[src/rtl/clk_div_ctrl.sv]
// Run-time controller for the shared divide counter: accepts new divisors over a
// valid/ready handshake and applies them only at period boundaries.
module clk_div_ctrl #(
    parameter int unsigned CNT_W       = 8,
    parameter int unsigned DEFAULT_DIV = 32,
    parameter int unsigned MIN_DIV     = 2
) (
    input  logic             clk_in,
    input  logic             rst,
    input  logic             enable,
    input  logic             cfg_valid,
    input  logic [CNT_W-1:0] cfg_div,
    output logic             cfg_ready,
    output logic [CNT_W-1:0] counter,
    output logic             clk_div_out,
    output logic             tick,
    output logic             running
);

    typedef enum logic [1:0] {
        ST_STOP = 2'd0,
        ST_RUN  = 2'd1,
        ST_PEND = 2'd2
    } state_t;

    state_t           r_state, w_state_n;
    logic [CNT_W-1:0] r_div, w_div_n;
    logic [CNT_W-1:0] r_pend, w_pend_n;
    logic [CNT_W-1:0] r_cnt, w_cnt_n;
    logic             r_out, w_out_n;

    logic             w_xfer;
    logic             w_last;
    logic [CNT_W-1:0] w_acc;

    assign cfg_ready   = (r_state != ST_PEND);
    assign running     = (r_state != ST_STOP);
    assign w_last      = (r_cnt == r_div - CNT_W'(1));
    assign tick        = running && w_last;
    assign counter     = r_cnt;
    assign clk_div_out = r_out;
    assign w_xfer      = cfg_valid && cfg_ready;
    assign w_acc       = (cfg_div < CNT_W'(MIN_DIV)) ? CNT_W'(MIN_DIV) : cfg_div;

    always_comb begin
        w_state_n = r_state;
        w_div_n   = r_div;
        w_pend_n  = r_pend;
        w_cnt_n   = '0;
        unique case (r_state)
            ST_STOP: begin
                if (w_xfer) w_div_n = w_acc;
                if (enable) w_state_n = ST_RUN;
            end
            ST_RUN: begin
                if (w_last) begin
                    if (w_xfer) w_div_n = w_acc;
                    w_state_n = enable ? ST_RUN : ST_STOP;
                end else begin
                    w_cnt_n = r_cnt + CNT_W'(1);
                    if (w_xfer) begin
                        w_pend_n  = w_acc;
                        w_state_n = ST_PEND;
                    end
                end
            end
            ST_PEND: begin
                if (w_last) begin
                    w_div_n   = r_pend;
                    w_state_n = enable ? ST_RUN : ST_STOP;
                end else begin
                    w_cnt_n = r_cnt + CNT_W'(1);
                end
            end
            default: w_state_n = ST_STOP;
        endcase
        // Output is computed from next-cycle values so it lines up with the counter.
        w_out_n = (w_state_n != ST_STOP) && (w_cnt_n >= (w_div_n >> 1));
    end

    always_ff @(posedge clk_in or posedge rst) begin
        if (rst) begin
            r_state <= ST_STOP;
            r_div   <= CNT_W'(DEFAULT_DIV);
            r_pend  <= '0;
            r_cnt   <= '0;
            r_out   <= 1'b0;
        end else begin
            r_state <= w_state_n;
            r_div   <= w_div_n;
            r_pend  <= w_pend_n;
            r_cnt   <= w_cnt_n;
            r_out   <= w_out_n;
        end
    end

endmodule
[config.mk]
export PLATFORM = sky130hd
export DESIGN_NAME = clk_div_ctrl
export DESIGN_NICKNAME = d
export VERILOG_FILES = /design/src/rtl/clk_div_ctrl.sv
export SDC_FILE = /design/constraint.sdc
export NUM_CORES = 1
export LEC_CHECK = 0
export ABC_CLOCK_PERIOD_IN_PS = 8800
export CAP_MARGIN = 25
export CORE_UTILIZATION = 55
export DETAILED_ROUTE_END_ITERATION = 6
export PLACE_DENSITY = 0.79
export SYNTH_ARGS = -nofsm -noshare
export SYNTH_HDL_FRONTEND = slang
export SYNTH_SLANG_ARGS = --single-unit
[constraint.sdc]
create_clock -name clk_in -period 8.8 [get_ports clk_in]
set_clock_uncertainty 0.1 [all_clocks]
set_input_delay 1.76 -clock clk_in [delete_from_list [all_inputs] [get_ports clk_in]]
set_output_delay 1.76 -clock clk_in [all_outputs]
set_load 0.01 [all_outputs]
Word-level counts from Yosys, hierarchy flattened
Cells that the tools add are included.
{"block": "classes", "addsub": 2, "shifts": 0, "n_lt_le_gt_ge": 2, "n_reduce_logical": 10, "multipliers": 0, "mux": 13, "bitwise_logic": 1, "div": 0, "eq_ne": 6}
{"operator": "$mux W8", "count": 6}
{"operator": "$pmux W8 S3", "count": 1}
{"operator": "$add A8 B1 Y8 const B", "count": 1}
{"operator": "$eq A8 B8 Y1", "count": 1}
{"operator": "$ge A8 B7 Y1", "count": 1}
{"operator": "$lt A8 B2 Y1 const B", "count": 1}
{"operator": "$mux W2", "count": 4}
{"operator": "$sub A8 B1 Y8 const B", "count": 1}
{"operator": "$ne A2 B2 Y1 const B", "count": 3}
{"operator": "$pmux W2 S3", "count": 1}
{"operator": "$reduce_and A3 Y1", "count": 2}
{"operator": "$reduce_bool A2 Y1", "count": 2}
{"operator": "$logic_and A1 B1 Y1", "count": 3}
{"operator": "$reduce_bool A3 Y1", "count": 1}
{"operator": "$eq A2 B1 Y1 const B", "count": 1}
{"operator": "$eq A2 B2 Y1 const B", "count": 1}
{"operator": "$logic_not A2 Y1", "count": 1}
{"operator": "$reduce_or A2 Y1", "count": 1}
{"operator": "$mux W1", "count": 1}
{"operator": "$not A1 Y1", "count": 1}
{"block": "word_totals", "inputBits": 12, "mem_bits_rw": 0, "register_bits": 27, "word_cells": 40, "latch_bits": 0, "rom_bits": 0, "output_inout_bits": 12, "mem_count": 0}

Longest topological paths before layout
{"block": "depth", "depth_word": 7, "depth_mapped": 16}

Worst setup path before layout
OpenSTA, ideal clock, no wires.
{"block": "synth_path", "kind": "input to register", "start": "input cfg_valid", "end": "register r_out, in the netlist clk_div_out", "required_ns": 8.579, "n_path_buf": 1, "arrival_ns": 3.959, "path_stages": 13, "slack_ns": 4.619, "cell_sequence": "nor2b_1 -> buf_1 -> nor2_1 -> a21oi_1 -> nor3_1 -> a221o_1 -> ha_1 -> nand2b_1 -> a21o_1 -> a21o_1 -> a21oi_1 -> o21ai_0 -> o22a_1"}
{"block": "synth_via", "elab_chain_len": 6, "word_cells_on_any_way": 10}
{"item": "start: declaration", "line": "11", "text": "input logic cfg_valid,"}
{"item": "$logic_and A1 B1 Y1 (*)", "line": "42", "text": "assign w_xfer = cfg_valid && cfg_ready;"}
{"item": "$mux W8 (*)", "line": "52, 57"}
{"item": "$mux W8", "line": "56", "text": "if (w_last) begin"}
{"item": "$pmux W8 S3 (*)", "line": "50", "text": "unique case (r_state)"}
{"item": "via w_div_n[1]", "line": "27", "text": "logic [CNT_W-1:0] r_div, w_div_n;"}
{"item": "$ge A8 B7 Y1 (*)", "line": "78", "text": "w_out_n = (w_state_n != ST_STOP) && (w_cnt_n >= (w_div_n >> 1));"}
{"item": "$logic_and A1 B1 Y1 (*)", "line": "78"}
{"item": "via w_out_n", "line": "30", "text": "logic r_out, w_out_n;"}
{"item": "end signal: assignment", "line": "93", "text": "r_out <= w_out_n;"}
{"item": "end: declaration", "line": "30"}
Mark *: on every way through the listed nets, which the timed path passes. The rest lies on a longest branch. The select of a mux whose other input is x is not followed.
A chain may end at the register's enable or synchronous reset.

Worst setup path in the final report
{"block": "layout_path", "start": "register r_div[0]", "end": "output tick"}
{"block": "layout_via", "elab_chain_len": 3}
{"item": "start: declaration", "line": "27"}
{"item": "start signal: assignment", "line": "84", "text": "r_div <= CNT_W'(DEFAULT_DIV);"}
{"item": "start signal: assignment", "line": "90", "text": "r_div <= w_div_n;"}
{"item": "$sub A8 B1 Y8", "line": "38", "text": "assign w_last = (r_cnt == r_div - CNT_W'(1));"}
{"item": "$eq A8 B8 Y1", "line": "38"}
{"item": "$logic_and A1 B1 Y1", "line": "39", "text": "assign tick = running && w_last;"}
{"item": "end: declaration", "line": "16", "text": "output logic tick,"}
Every way passes these cells.

==> impl_metrics.tcl <==
set metrics [dict create \
    routedWlPerCell_um 17.5 \
    cts-resized-gates 0 \
    fin_crit_sh 0.589 \
    placed_cell_area_mm2 0.00217 \
    seq_area_frac_synth 0.350 \
    drv_slew 0 \
    arrival_ps 3320 \
    hold_buffers 0 \
    end_kind "output port" \
    die-area_mm2 0.00376 \
    route.detailed.drc 0 \
    num_vias 1618 \
    peakVddDrop_mv 0.223 \
    synthDistinctLibCells 48 \
    syn_area_per_cell_um2 9.98 \
    detail-route-antenna-nets 0 \
    seq_power_share 0.331 \
    rows 21 \
    cp-start-kind "register" \
    power_frac_comb 0.590 \
    maxSlewHeadroom 0.496 \
    syn_nets 219 \
    grt_use_met1 0.371 \
    core_area_mm2 0.00336 \
    stdcell_count 260 \
    cp.required_ps 6940 \
    port_buffers 23 \
    dp_hpwl_mm 3.44 \
    p_total_mw 0.703 \
    drt_pre_antenna_iters 4 \
    clk_pin_slew_ps 150 \
    grt_pass1_vias 1539 \
    maxCapViolations 0 \
    die_x_um 61.3 \
    initial_core_util 0.576 \
    critPathKind "register to output port" \
    ctsLongestPathBuffers 2 \
    antenna_cells 0 \
    drt-total-wl_mm 4.55 \
    gr-total-overflow 0 \
    gp_congestion 0.808 \
    setup_slack_ps 3620 \
    io_pins 24 \
    layout.nets 240 \
    met3_usage 0.0210 \
    tns_ps 0 \
    min_period_ps 5180 \
    syn2layout_area_growth_pct 14.8 \
    grt_pass1_wl_mm 7.24 \
    cts_root_buf "clkbuf_4" \
    cts_tree "built" \
    synth_area_mm2 0.00194 \
    post_drt_via_cell_ratio 6.22 \
    die_h_um 61.3 \
    cts_sinks 27 \
    layout-drive-gt1-share 0.121 \
    max_freq_ghz 0.193 \
    cts_buffers 3 \
    htreeDepth 1 \
    dp.cells 253 \
    drt_iter0_drc 88 \
    grt_start_max_net_pins 28 \
    dp_slack_ps 3710 \
    status "completed" \
    switchingPower_mw 0.321 \
    setup_viol 0 \
    cts_setup_buffers 0 \
    synthCells 194 \
    rsz0062_at_grt "no" \
    sw_frac_of_total 0.457 \
    ys_ff_latch 27 \
    ys_warn_count 0 \
    cellLeakagePower_nw 0.956 \
    crit_fanout 8 \
    power.density_mw_per_mm2 316 \
    grt-busiest-layer "met2" \
    finalHoldViolations 0 \
    final_area_mm2 0.00222 \
    worst_pin_slew_ps 752 \
    antenna_found_initial 0 \
    hold_class "register to register" \
    grtUsageMet2 0.433 \
    clkLatencyLatePin_ps 340 \
    grt.total_usage 0.265 \
    cell_internal_pwr_mw 0.382 \
    clkPwrFrac 0.079 \
]
[per-layer routing]
metal  up-vias  part of all wire
met3         9             0.053
met1       790              0.44
met5         -                 0
met2        52              0.49
met4         0             0.015
li1        767                 -
[worst paths after layout]
| path | from | end | slack, ps | cells after the start |
|---|---|---|---|---|
| max in group asynchronous | rst | r_div[5] | 6360 | 3 |
| min | r_pend[1] | r_pend[1] | 450 | 1 |
| max reg2reg | r_div[0] | clk_div_out | 4250 | 13 |
| max | r_div[0] | tick | 3620 | 6 |
| min in group asynchronous | rst | r_pend[1] | 1650 | 2 |
| min reg2reg | r_pend[1] | r_pend[1] | 450 | 1 |
[stage by stage]
step | utilization | hold slack, ps
global placement | 0.645 | 408
global route | 0.661 | 469
finish | 0.661 | 446
detailed placement | 0.645 | 413
floorplan | - | 381
CTS | 0.653 | 446
[cells by family (layout without fill, tap and decap cells)]
group                      after synthesis  count (layout)  synth area share
muxes                                   16              16            0.0886
buffers and inverters                   19              39            0.0459
xor gates and xnor gates                15              15            0.0679
DFF                                     27              27             0.350
AOI/OAI and AO/OA                       47              47             0.199
and+or+nand+nor                         57              57             0.165
adders and majority gates               13              13            0.0840
[power groups by stage]
stage	logic, mW	clock network (mW)	registers [mW]
after floorplan	0.327	0	0.209
after global placement	0.383	0	0.229
after detailed placement	0.402	0	0.234
after CTS	0.405	0.0562	0.231
after global routing	0.456	0.0599	0.240
final	0.415	0.0552	0.233
[registers in the layout, indices dropped and copies added, names as in the netlist]
signal and cells:
r_state 2, r_pend 8, r_div 8, counter 8
clk_div_out 1
[synthesized netlist by cell type (all sizes together)]
cell / count / share of area
dfrtp: 26 / 0.34
nor2: 16 / 0.031
ha: 13 / 0.084
nor3: 11 / 0.034
inv: 9 / 0.017
mux2: 9 / 0.052
xor2: 9 / 0.041
a21oi: 8 / 0.021
a221o: 7 / 0.036
mux2i: 7 / 0.036
a221oi: 6 / 0.027
nand3: 6 / 0.018
xnor2: 6 / 0.027
buf: 5 / 0.019
clkbuf: 5 / 0.0097
a211oi: 4 / 0.016
a21o: 4 / 0.016
and3: 4 / 0.013
nand2: 4 / 0.0078
o21ai: 4 / 0.010
nand2b: 3 / 0.0097
or2: 3 / 0.0097
or4: 3 / 0.014
nor4: 2 / 0.0097
o2111ai: 2 / 0.0091
o41a: 2 / 0.012
o41ai: 2 / 0.0091
a2111oi: 1 / 0.014
a21boi: 1 / 0.0039
a22oi: 1 / 0.0039
and2: 1 / 0.0032
dfstp: 1 / 0.014
nand3b: 1 / 0.0039
nor2b: 1 / 0.0032
nor3b: 1 / 0.0039
o211ai: 1 / 0.0039
o21a: 1 / 0.0039
o221a: 1 / 0.0058
o22a: 1 / 0.0045
o31ai: 1 / 0.0039
or3b: 1 / 0.0045
[worst max-delay path, cell delays in order, from the launching register on]
cell and delay, ps:
dfrtp_1 480, or4_4 600, nor4_2 350, nor3_2 140, or4_1 720, nor2_1 140
clkdlybuf4s50_1 540
[final cells by class]
cell class | count | area (um2)
Multi-Input combinational cell | 148 | 1170
Fill cell | 302 | 1140
Sequential cell | 27 | 677
Timing Repair Buffer | 26 | 258
Tap cell | 46 | 57.6
Inverter | 9 | 33.8
Clock buffer | 4 | 26.3
[placed cells by master (no fill, tap or decap), drive strengths merged, types with 2 or more instances in the layout]
cell	count
or2	3
nor2	16
clkdlybuf4s50	23
dfrtp	26
mux2i	7
or4	3
o41ai	2
nand3	6
buf	2
inv	9
and3	4
nand2b	3
xor2	9
a221o	7
o21ai	4
ha	13
nor3	11
a21o	4
nand2	4
a211oi	4
o2111ai	2
o41a	2
clkbuf	5
nor4	2
a21oi	8
xnor2	6
mux2	9
a221oi	6
Note: power is estimated with default switching activity, not from simulation.
